### config.mk
export PLATFORM = sky130hd
export DESIGN_NAME = memory_reader
export DESIGN_NICKNAME = d
export VERILOG_FILES = /design/src/rtl/memory_reader.sv
export SDC_FILE = /design/constraint.sdc
export NUM_CORES = 1
export LEC_CHECK = 0
export ABC_AREA = 1
export ABC_CLOCK_PERIOD_IN_PS = 2600
export CAP_MARGIN = 20
export CORE_MARGIN = 5
export CORE_UTILIZATION = 45
export DETAILED_ROUTE_END_ITERATION = 12
export PLACE_DENSITY = 0.74
export SLEW_MARGIN = 20
export SYNTH_ARGS = -nofsm -noshare
export SYNTH_HDL_FRONTEND = slang
export SYNTH_SLANG_ARGS = --single-unit
### constraint.sdc
create_clock -name i_CLK -period 2.6 [get_ports i_CLK]
set_input_delay 0.52 -clock i_CLK [delete_from_list [all_inputs] [get_ports i_CLK]]
set_output_delay 0.52 -clock i_CLK [all_outputs]
set_load 0.02 [all_outputs]
### src/rtl/memory_reader.sv
`default_nettype none
// ============================================================================
// Module      : memory_reader
// Description : Read-side controller for the convolution line BRAM. It issues
//               sequential read addresses starting at a base address, hides
//               the one-cycle registered read latency of the BRAM, and
//               streams the returned words over a valid/ready handshake.
//               A 2-entry output buffer absorbs downstream backpressure.
// Revision    : 1.0 - initial release
// ============================================================================
module memory_reader #(
  parameter int RAM_WIDTH  = 13,
  parameter int NB_ADDRESS = 10
) (
  input  logic                  i_CLK,
  input  logic                  i_RST_N,
  input  logic                  i_start,
  input  logic [NB_ADDRESS-1:0] i_baseAdd,
  input  logic [NB_ADDRESS:0]   i_length,
  output logic [NB_ADDRESS-1:0] o_readAdd,
  input  logic [RAM_WIDTH-1:0]  i_memData,
  output logic [RAM_WIDTH-1:0]  o_data,
  output logic                  o_valid,
  input  logic                  i_ready,
  output logic                  o_busy,
  output logic                  o_done
);

  localparam logic [NB_ADDRESS-1:0] ADDR_STEP = NB_ADDRESS'(1);
  localparam logic [NB_ADDRESS:0]   LEN_ONE   = (NB_ADDRESS + 1)'(1);
  localparam logic [NB_ADDRESS:0]   LEN_ZERO  = '0;

  typedef enum logic [1:0] {
    IDLE  = 2'd0,
    READ  = 2'd1,
    DRAIN = 2'd2
  } state_t;

  state_t                state;
  logic [NB_ADDRESS:0]   remaining;   // addresses still to issue
  logic                  inflight;    // a read was issued last cycle
  logic [1:0]            buf_count;   // occupied output buffer entries
  logic [RAM_WIDTH-1:0]  buf_head;    // oldest entry, drives o_data
  logic [RAM_WIDTH-1:0]  buf_tail;    // second entry

  logic                  pop;
  logic                  push;
  logic                  issue;
  logic [2:0]            occupancy;   // entries held or owed after this cycle's pop

  assign o_data  = buf_head;
  assign o_valid = (buf_count != 2'd0);

  // Handshake and issue decision: a new read may only go out when the word
  // it returns is guaranteed a free buffer slot, counting the one in flight.
  always_comb begin
    pop       = o_valid & i_ready;
    push      = inflight;
    occupancy = {1'b0, buf_count} + {2'b00, inflight} - {2'b00, pop};
    issue     = (state == READ) && (occupancy < 3'd2);
  end

  // Burst control FSM with registered address, busy and done outputs.
  always_ff @(posedge i_CLK or negedge i_RST_N) begin
    if (!i_RST_N) begin
      state     <= IDLE;
      o_readAdd <= '0;
      remaining <= '0;
      inflight  <= 1'b0;
      o_busy    <= 1'b0;
      o_done    <= 1'b0;
    end else begin
      inflight <= issue;
      o_done   <= 1'b0;
      case (state)
        IDLE: begin
          if (i_start) begin
            if (i_length != LEN_ZERO) begin
              state     <= READ;
              o_readAdd <= i_baseAdd;
              remaining <= i_length;
              o_busy    <= 1'b1;
            end else begin
              // Empty burst: acknowledge immediately without touching the BRAM.
              o_done <= 1'b1;
            end
          end
        end
        READ: begin
          if (issue) begin
            // Address wraps naturally at the BRAM depth.
            o_readAdd <= o_readAdd + ADDR_STEP;
            remaining <= remaining - LEN_ONE;
            if (remaining == LEN_ONE) begin
              state <= DRAIN;
            end
          end
        end
        DRAIN: begin
          // Finish once the last word has left the buffer and nothing is owed.
          if (occupancy == 3'd0) begin
            state  <= IDLE;
            o_busy <= 1'b0;
            o_done <= 1'b1;
          end
        end
        default: begin
          state  <= IDLE;
          o_busy <= 1'b0;
        end
      endcase
    end
  end

  // Two-entry FIFO kept as a head/tail shift pair so the head is o_data.
  always_ff @(posedge i_CLK or negedge i_RST_N) begin
    if (!i_RST_N) begin
      buf_count <= 2'd0;
      buf_head  <= '0;
      buf_tail  <= '0;
    end else begin
      case ({push, pop})
        2'b10: begin
          if (buf_count == 2'd0) begin
            buf_head <= i_memData;
          end else begin
            buf_tail <= i_memData;
          end
          buf_count <= buf_count + 2'd1;
        end
        2'b01: begin
          // Head only changes when a second word is waiting behind it.
          if (buf_count == 2'd2) begin
            buf_head <= buf_tail;
          end
          buf_count <= buf_count - 2'd1;
        end
        2'b11: begin
          if (buf_count == 2'd1) begin
            buf_head <= i_memData;
          end else begin
            buf_head <= buf_tail;
            buf_tail <= i_memData;
          end
        end
        default: begin
          buf_count <= buf_count;
        end
      endcase
    end
  end

endmodule
`default_nettype wire

==> impl_metrics.csv <==
group,metric,value,unit
clocking,path_clk_slew,0.10,ns
sta,slew_headroom,0.5748,
worst_setup_path,critPathMostFrequentCell,"nand2_1",
global_routing,grt_pass1_wl,12850,µm
sta,worst_slew_pin_slew,0.6360,ns
clocking,cts_tree,"built",
synthesis,synth_nets,461,
worst_setup_path,worstPathCellList,"inv_2 > ha_4 > nor2_4 > inv_1 > nand2_1 > nand2_1 > ha_2 > fa_2 > inv_1 > nand3_2 > nand2_2 > nand2_4 > nor2_8 > buf_6 > buf_4 > nand2_1 > nand2_1",
worst_setup_path,cp.depth,17,
place,place_congestion,0.8684,
place,post-place-ws,-0.3660,ns
final_layout,nets,544,
clocking,clock_path_buffers,2,
floorplanning,io_pins,64,
final_layout,n_antenna_cell,0,
synthesis,syn_area,3174,µm²
sta,max_freq,402.9,MHz
drt,drc_errors,0,
worst_setup_path,r2r_cells,17,
final_layout,drive_gt1_frac,0.1643,
final_layout,mostFrequentLayoutCell,"nand2_1",
synthesis,synthAdderAreaFrac,0.03390,
floorplanning,die_h,93.99,µm
synthesis,yosys.area_share.simple,0.3287,
final_layout,layout.cells.non_filler,595,
floorplanning,die_width,93.99,µm
clocking,clock_sinks,54,
sta,final.setup_skew,0.004691,ns
sta,hold_viol,0,
clocking,ctsHtreeMaxLevel,2,
synthesis,synth_seq_cells,54,
sta,period_needed,2.482,ns
run_status,status,"complete, no violations",
worst_setup_path,cp_data_required_time,2.81,ns
place,dp.cells,571,
floorplanning,num_rows,30,
sta,setup_slack,0.1179,ns
worst_setup_path,startpoint,"buf_count[1]$_DFFE_PN0P_",
place,io_buffers,63,
final_layout,utilization,0.6275,
synthesis,synth_cell_types,32,
synthesis,netlist_instances,415,
worst_setup_path,crit_buf_inv,5,
worst_setup_path,max_stage_delay,0.54,ns
sta,setup_viol,0,
global_routing,grt_use_total,0.1800,
drt,post_drt_wl_per_cell,13.69,µm
drt,firstDrtPassIters,4,
power,p_per_area,1361,nW/µm²
final_layout,area_delta_synth_final,35.04,%
worst_setup_path,reg2reg_from,"buf_count[1]$_DFFE_PN0P_",
worst_setup_path,endpoint_kind,"register",
drt,drtIter0Drc,181,
final_layout,stdcell_area,4287,µm²
clocking,cts_buffers,5,
place,dpl-instance-area,3945,µm²
clocking,root_buffer,"clkbuf_8",
sta,tns,0,ns
hold_path,hp-class,"input port to asynchronous set/reset pin",
global_routing,antenna_found_initial,0,
synthesis,synth_top_family_by_area,"simple AND/OR/NAND/NOR gates",
power,p_leak,2.067,nW
global_routing,globalRouteOverflowTotal,0,
clocking,clock_latency,0.31,ns
floorplanning,core-area,6832,µm²
synthesis,yosysSeqAreaShare,0.4257,
sta,finalMaxSlewViolations,0,
worst_setup_path,rrSetupSlack,0.12,ns
worst_setup_path,slowest_stage,"fa_2",
place,dp_hpwl,5613,µm
synthesis,yosysWarnings,0,
final_layout,final_cell_mix,"nand2_1, clkdlybuf4s50_1, dfrtp_1",
worst_setup_path,worst-setup-path-type,"register to register",
drt,via_count,3004,
worst_setup_path,crit_fanout,5,
synthesis,synthMuxAreaShare,0.04612,
drt,ant_nets,0,
synthesis,synth_compound_area_frac,0.08356,
global_routing,grt_pass1_vias,2780,
worst_setup_path,worst_ep_arrival_time,2.69,ns
synthesis,synthXorXnorAreaFrac,0.005518,
worst_setup_path,startpoint_type,"register",
power,ir_drop,0.8669,mV
drt,wl,8144,µm
global_routing,grt_max_degree,31,
sta,finalCritPeriodShare,0.9546,
floorplanning,start_util,0.4647,
worst_setup_path,cp_top_family,"adder cells",
job,drv_cap,0,
synthesis,avgSynthCellArea,7.649,µm²
drt,viasPerCell,5.049,
floorplanning,die_area,8834,µm²
-- path summary, 6_finish.rpt --
| check | to |
|---|---|
| setup / recovery | remaining[6]$_DFFE_PN0P_ |
| hold / removal | buf_count[0]$_DFFE_PN0P_ |
| setup reg to reg | remaining[6]$_DFFE_PN0P_ |
| hold reg to reg | o_busy$_DFFE_PN0P_ |
| max in group asynchronous | o_readAdd[0]$_DFFE_PN0P_ |
| min in group i_CLK | o_busy$_DFFE_PN0P_ |
-- synth_stat cells --
master      n  area [µm²]
a21oi_1     2       10.01
a21oi_2     1       8.760
a31oi_1    14       87.58
buf_2       8       40.04
buf_4       1       7.510
buf_6       3       33.78
buf_8       1       15.01
clkbuf_1    1       3.750
dfrtp_1    54        1351
fa_1        1       20.02
ha_1        7       87.58
inv_1      33       123.9
inv_2       5       18.77
mux2_2     13       146.4
nand2_1   143       536.8
nand2_2     3       18.77
nand3_1    43       215.2
nand3_2     2       20.02
nand4_1     4       25.02
nor2_1     41       153.9
nor2_2      1       6.260
nor2_4      1       11.26
nor2_8      1       20.02
nor3_1      1       5.000
o21ai_0    11       55.05
o21ai_1     2       10.01
o21ai_2     8       70.07
o21bai_1    2       15.01
o32ai_1     1       8.760
or2_1       1       6.260
or2_2       4       25.02
xor2_1      2       17.52
-- cell type report --
class	count	area, µm²
tap	96	120.1
timing repair buffer	90	932.1
clock buffer	5	68.82
fill	603	2545
sequential	54	1351
multi-input combinational	309	1618
clock inverter	3	48.80
inverter	38	147.6
-- what timing repair did --
action                                  CTS  global route
endpoints found under the setup margin   13            24
resized for setup                         0            15
pin swaps                                 1             5
buffers inserted                          0            12
gates cloned                              0             4
hold buffers                              0             0
-- power by group --
part,internal (mW),switching [mW]
logic,1.70,1.94
clock network,0.294,0.303
registers,1.27,0.332
total,3.26,2.58
-- per-layer routing --
layer	wire length, µm	share of wire	vias to the layer above	track usage
met5	0	0	-	0
met3	407	0.050	6	0.03446
li1	-	-	1499	-
met2	4192	0.51	72	0.3034
met1	3493	0.43	1427	0.2381
met4	51	0.0063	0	0.04332
-- sequential cells by signal, summed over array words and instances, names as in the netlist --
register	cells
buf_count	2
buf_tail	13
inflight	1
o_busy	1
o_data	13
o_done	1
o_readAdd	10
remaining	11
state	2
-- stage by stage --
stage	hold slack [ns]	power [mW]
3_5_place_dp	0.4655	4.681
6_report	0.2210	5.834
4_1_cts	0.2307	5.285
5_1_grt	0.2539	6.311
3_3_place_gp	0.4635	4.576
2_1_floorplan	0.2244	3.733
-- logic make-up after synthesis --
family / after synthesis
multiplexers: 13
buffers and inverters: 52
flip-flops: 54
AND/OR/NAND/NOR: 245
XOR/XNOR: 2
AO/OA/AOI/OAI: 41
adder cells (fa/ha/maj): 8
Note: power is estimated with default switching activity, not from simulation.
